===== config.mk =====
export PLATFORM = sky130hd
export DESIGN_NAME = mem_arbiter
export DESIGN_NICKNAME = d
export VERILOG_FILES = /design/src/rtl/mem_arbiter.sv
export SDC_FILE = /design/constraint.sdc
export NUM_CORES = 1
export LEC_CHECK = 0
export ABC_AREA = 1
export CORE_MARGIN = 2
export CORE_UTILIZATION = 23
export DETAILED_ROUTE_END_ITERATION = 6
export PLACE_DENSITY_LB_ADDON = 0.15
export SYNTH_ARGS = -nofsm -noshare
export SYNTH_HDL_FRONTEND = slang
export SYNTH_SLANG_ARGS = --single-unit

===== constraint.sdc =====
create_clock -name clk -period 2 [get_ports clk]
set_input_delay 0.4 -clock clk [delete_from_list [all_inputs] [get_ports clk]]
set_output_delay 0.4 -clock clk [all_outputs]
set_load 0.01 [all_outputs]

===== src/rtl/mem_arbiter.sv =====
// Two-port arbiter in front of a single-port BRAM: data port has priority, and a
// starvation counter forces a fetch grant after STARVE_LIMIT blocked fetch cycles.
module mem_arbiter #(
  parameter int WORD_SIZE    = 32,
  parameter int NUM_WORDS    = 1024,
  parameter int STARVE_LIMIT = 4,
  localparam int ADDR_SIZE   = $clog2(NUM_WORDS),
  localparam int STRB_SIZE   = WORD_SIZE / 8
) (
  input  logic                 clk,
  input  logic                 rst,
  input  logic                 hold,
  input  logic                 i_req_valid,
  output logic                 i_req_ready,
  input  logic [ADDR_SIZE-1:0] i_req_addr,
  output logic                 i_rsp_valid,
  output logic [WORD_SIZE-1:0] i_rsp_data,
  input  logic                 d_req_valid,
  output logic                 d_req_ready,
  input  logic [ADDR_SIZE-1:0] d_req_addr,
  input  logic                 d_req_we,
  input  logic [STRB_SIZE-1:0] d_req_wstrb,
  input  logic [WORD_SIZE-1:0] d_req_wdata,
  output logic                 d_rsp_valid,
  output logic [WORD_SIZE-1:0] d_rsp_data,
  output logic                 mem_en,
  output logic [STRB_SIZE-1:0] mem_we,
  output logic [ADDR_SIZE-1:0] mem_addr,
  output logic [WORD_SIZE-1:0] mem_wdata,
  input  logic [WORD_SIZE-1:0] mem_rdata
);

  // owner state | meaning
  // OWN_NONE    | no access issued last cycle, no response due
  // OWN_I       | fetch granted last cycle, fetch response due now
  // OWN_D       | data access granted last cycle, data response/ack due now
  localparam logic [1:0] OWN_NONE = 2'd0;
  localparam logic [1:0] OWN_I    = 2'd1;
  localparam logic [1:0] OWN_D    = 2'd2;

  localparam logic [7:0] STARVE_MAX = STARVE_LIMIT[7:0];

  logic [1:0] owner_q, owner_d;
  logic       we_q, we_d;
  logic [7:0] starve_cnt_q, starve_cnt_d;
  logic       i_grant, d_grant;

  // Readies are held low during reset so nothing is accepted while state clears.
  always_comb begin
    i_req_ready = 1'b0;
    d_req_ready = 1'b0;
    if (!rst && !hold) begin
      if (starve_cnt_q == STARVE_MAX && i_req_valid) begin
        i_req_ready = 1'b1;
      end else if (d_req_valid) begin
        d_req_ready = 1'b1;
      end else begin
        i_req_ready = i_req_valid;
      end
    end
  end

  assign i_grant = i_req_valid & i_req_ready;
  assign d_grant = d_req_valid & d_req_ready;

  always_comb begin
    mem_en    = i_grant | d_grant;
    mem_addr  = d_grant ? d_req_addr : i_req_addr;
    mem_we    = (d_grant && d_req_we) ? d_req_wstrb : '0;
    mem_wdata = d_req_wdata;
  end

  always_comb begin
    owner_d = OWN_NONE;
    if (d_grant) begin
      owner_d = OWN_D;
    end else if (i_grant) begin
      owner_d = OWN_I;
    end
    we_d = d_grant & d_req_we;
  end

  always_comb begin
    starve_cnt_d = starve_cnt_q;
    if (!hold) begin
      if (!i_req_valid || i_req_ready) begin
        starve_cnt_d = 8'd0;
      end else if (starve_cnt_q < STARVE_MAX) begin
        starve_cnt_d = starve_cnt_q + 8'd1;
      end
    end
  end

  always_ff @(posedge clk) begin
    if (rst) begin
      owner_q      <= OWN_NONE;
      we_q         <= 1'b0;
      starve_cnt_q <= 8'd0;
    end else begin
      owner_q      <= owner_d;
      we_q         <= we_d;
      starve_cnt_q <= starve_cnt_d;
    end
  end

  // A response due in the reset cycle is suppressed rather than delivered.
  always_comb begin
    i_rsp_valid = !rst && (owner_q == OWN_I);
    d_rsp_valid = !rst && (owner_q == OWN_D);
    i_rsp_data  = i_rsp_valid ? mem_rdata : '0;
    d_rsp_data  = (d_rsp_valid && !we_q) ? mem_rdata : '0;
  end

endmodule


== Word-level counts from Yosys, hierarchy flattened ==
Cells that the tools add are included.
Cells by class
  $add $sub $neg: 1
  order comparisons: 1
  eq/ne operators: 3
  multiplexer cells: 14
  bitwise operators: 5
  reduce and logical (&&, ||, !) cells: 14
Operators by type and width (number)
  32-bit 2-to-1 mux: 2
  8-bit 2-to-1 mux: 2
  10-bit 2-to-1 mux: 1
  8-bit by 1-bit adder with 8-bit output (second input constant): 1
  8-bit by 3-bit equality test with 1-bit output (second input constant): 1
  8-bit by 3-bit < comparator with 1-bit output (second input constant): 1
  1-bit 2-to-1 mux: 7
  1-bit logical AND: 6
  1-bit logical NOT: 4
  4-bit 2-to-1 mux: 1
  1-bit bitwise AND: 3
  2-bit by 1-bit equality test with 1-bit output (second input constant): 1
  2-bit equality test (second input constant): 1
  2-bit 2-to-1 mux: 1
  2-bit AND reduction: 1
  2-bit nonzero test: 1
  2-bit OR reduction: 1
  1-bit logical OR: 1
  1-bit inverter: 1
  1-bit bitwise OR: 1
Word-level totals
  bits in registers: 11
  input bits: 94
  output and inout port bits: 115
  logic and storage cells: 42

== Depth between registers and ports, before layout ==
  depth after elaboration: 7
  gate-level depth with buffers: 11
  depth with buffers taken out: 11

== Worst setup path after synthesis ==
Ideal clock, no wire load.
  path kind: register to output
  start point: register starve_cnt_q[0]
  end point: output port mem_addr[0]
  arrival: 1.244 ns
  data required time: 1.600 ns
  setup slack: 0.356 ns
  cell stages (with the launch flop): 11
  buffers on the path: 1
  path through: dfxtp_1 > inv_1 > ha_1 > nand2_1 > nor2_1 > nand2_1 > nand3_2 > inv_2 > buf_6 > nand2_1 > nand2_1
Between the ends
  word-level cells in the longest chain between the ends: 6
Ends and longest elaborated chain
  start: declaration: line 45  | logic [7:0] starve_cnt_q, starve_cnt_d;
  start signal: assignment: line 102  | starve_cnt_q <= starve_cnt_d;
  8-bit by 3-bit equality test with 1-bit output: line 53  | if (starve_cnt_q == STARVE_MAX && i_req_valid) begin
  1-bit logical AND: line 53
  1-bit 2-to-1 mux: line 53
  1-bit 2-to-1 mux: line 52  | if (!rst && !hold) begin
  named net d_req_ready: line 19  | output logic d_req_ready,
  1-bit bitwise AND: line 64  | assign d_grant = d_req_valid & d_req_ready;
  10-bit 2-to-1 mux: line 68  | mem_addr = d_grant ? d_req_addr : i_req_addr;
  end: declaration: line 28  | output logic [ADDR_SIZE-1:0] mem_addr,
The timed path passes the listed nets, and every way through them passes these cells.

== Worst setup path after layout ==
  start point: register starve_cnt_q[0]
  end point: output port mem_addr[1]
Between the ends
  word-level cells in the longest chain between the ends: 6
Ends and longest elaborated chain (line)
  8-bit by 3-bit equality test with 1-bit output: 53
  1-bit logical AND: 53
  1-bit 2-to-1 mux: 53
  1-bit 2-to-1 mux: 52
  1-bit bitwise AND: 64
  10-bit 2-to-1 mux: 68
Every way passes these cells.

==> impl_metrics.tcl <==
set metrics [dict create \
    dieArea_mm2 0.00651 \
    h-tree-depth 1 \
    max_freq_mhz 493 \
    grt_pass1_vias 1775 \
    min_path_type "flop to flop" \
    grt_max_degree 33 \
    clk_latency_ps 250 \
    outcome "finished, violations left" \
    p_leak_uw 0.00172 \
    grt_overflow 0 \
    numCtsBuffers 3 \
    synth.top_cell.area_share_pct 19.4 \
    synthDistinctLibCells 23 \
    vias_per_cell 4.04 \
    port_buffers 144 \
    violations "negative setup slack" \
    synthAdderAreaFrac_pct 1.85 \
    multi_input_area_um2 712 \
    fin_area_mm2 0.00283 \
    synth_flop_cell "dfxtp_1" \
    die_h_um 80.7 \
    relSlewSlack_pct 87.4 \
    tritoncts "done" \
    synth_common_cells "nor2_1 (70), inv_1 (52), nand2_1 (40)" \
    setup_ws_ps -28.6 \
    met3_length_um 650 \
    num_rows 27 \
    skew_ps 0.918 \
    cp_max_fo 5 \
    vdd_drop_max_mv 0.304 \
    async_reset_ff_share_pct 0 \
    hold_viol 0 \
    drtPass1Iterations 4 \
    seq_area_frac_synth_pct 16.3 \
    cts_root_buf "clkbuf_8" \
    synth-seq-cells 11 \
    seqCellArea_um2 223 \
    wl_met1_mm 1.88 \
    arrival_ps 1630 \
    wl_met2_mm 2.78 \
    holdWs_ps 444 \
    place_area_mm2 0.00275 \
    final_antenna_net_count 0 \
    tns_ps -41.3 \
    clkTransAtPathRegs_ps 50 \
    cts_max_path_buffers 2 \
    setup_viol 2 \
    areaGrowthSynthToFinish_pct 109 \
    synthXorXnorAreaFrac_pct 0.648 \
    dp_hpwl_mm 4.24 \
    antennaDiodeCount 0 \
    start_util_pct 24.1 \
    cts_sinks 11 \
    wirelength_mm 5.39 \
    yosysWarnings 0 \
    die_x_um 80.7 \
    routabilityCongestion 0.725 \
    synth_area_per_cell_um2 5.54 \
    fin_crit_sh_pct 101 \
    synth_compound_area_share_pct 2.04 \
    synth_enable_flop_cells 0 \
    path_class "flop to primary output" \
    grt_pass1_wl_mm 8.09 \
    synthSimpleGateAreaFrac_pct 42.0 \
    fin_crit_ps 2030 \
    coreArea_mm2 0.00561 \
    grt_antenna_before_repair 0 \
    placedCellCount 438 \
    drt_iter0_drc 28 \
    pin_count 209 \
    vias 1817 \
    stdcell_count 450 \
    start_kind "flop" \
    final_nets 475 \
    top_layer_used "met4" \
    tightestPinTransition_ps 188 \
    synth_most_common_cell "nor2_1" \
    drcViolationCount 0 \
    synthMuxAreaShare_pct 0 \
    slew_violations 0 \
    powerDensity_mw_per_mm2 276 \
    synth.cell_area_mm2 0.00135 \
    yosys-top-cells-area "nor2_1 (19%), buf_4 (18%), dfxtp_1 (16%), inv_1 (14%), nand2_1 (11%)" \
    fillCellCount 595 \
    cap_violations 0 \
    synth_top_family_by_area "simple AND/OR/NAND/NOR gates" \
    yosys.area.top_type "nor2_1" \
    worstPathRequired_ps 1600 \
    drive_gt1_share_pct 21.4 \
    routedWlPerCell_um 12.0 \
    grt_use_total_pct 15.6 \
    endpoint_kind "primary output" \
    synthCells 244 \
    rsz0062_at_grt "yes" \
    synth_nets 340 \
]
==> critical path, cell delays in order, from the launching register on <==
cell,delay [ps]
dfxtp_2,330
inv_2,50
ha_4,150
nand2_2,60
nor2_2,40
nand2_2,100
nand3_4,140
buf_6,170
buf_6,110
nand2_2,60
nand2_2,50
buf_2,130
==> report_power, final <==
group          switching (µW)  internal, µW  leakage (µW)
combinational             130           190       0.00161
clock                    96.3           138     0.0000255
sequential               2.86           224     0.0000900
==> worst paths after layout <==
| path | cells past startpoint | endpoint | slack (ps) | start |
|---|---|---|---|---|
| min reg2reg | 2 | starve_cnt_q[4] | 440 | starve_cnt_q[4] |
| min | 2 | starve_cnt_q[4] | 440 | starve_cnt_q[4] |
| max reg2reg | 13 | starve_cnt_q[7] | 450 | starve_cnt_q[0] |
| max | 11 | mem_addr[1] | -30 | starve_cnt_q[0] |
==> cell families (layout without fill, tap and decap cells) <==
group / count (synthesis) / after routing
and+or+nand+nor: 131 / 132
adders and majority gates: 2 / 2
xor gates and xnor gates: 1 / 1
DFF: 11 / 11
AOI/OAI and AO/OA: 4 / 4
buffers and inverters: 95 / 228
==> state kept, by name, summed over array words and instances, names as in the netlist <==
name / cells
we_q: 1
starve_cnt_q: 8
owner_q: 2
==> routing by layer <==
metal	track usage, %	up-vias
li1	-	935
met1	15.7	763
met2	29.3	112
met3	6.07	7
met4	4.75	0
met5	0	-
==> area by class of cell <==
class	count	share of cell area, %
clock inverter	1	0.177
tap	72	3.18
inverter	54	7.34
multi-input combinational	139	25.1
clock buffer	3	1.46
sequential	11	7.87
timing repair buffer	170	54.8
==> stage by stage <==
step | util (%) | worst slack [ps] | total power, µW
floorplan | - | 356 | 402
global placement | 49.1 | -589 | 555
detailed placement | 49.1 | -598 | 557
CTS | 50.0 | -17.4 | 786
global route | 50.5 | -114 | 833
finish | 50.5 | -28.6 | 781
==> cell usage in the layout, fill, tap and decap left out, types with 2 or more instances in the layout <==
master	Yosys	final
nand3_4	0	2
inv_1	52	48
nand2_2	3	11
buf_12	0	2
nand2_1	40	32
dfxtp_2	0	2
clkbuf_2	0	2
nand3_2	2	2
clkbuf_8	0	3
clkdlybuf4s50_1	0	58
clkdlybuf4s15_1	0	5
buf_4	33	19
nand4_1	2	2
clkdlybuf4s15_2	0	2
nor3b_2	0	3
buf_2	6	13
buf_6	2	4
a21oi_1	2	2
dlygate4sd2_1	0	63
inv_2	2	5
dfxtp_1	11	9
nor2_1	70	68
nor3_1	4	4
nor2_2	0	2
==> what timing repair did <==
action / 4_1_cts / 5_1_grt
buffers inserted: 3 / 2
endpoints found under the setup margin: 83 / 21
hold buffers: 0 / 0
gates resized for setup: 155 / 15
cloned: 3 / 0
pin swaps: 7 / 2
No activity file was read; power rests on OpenSTA's default activity.
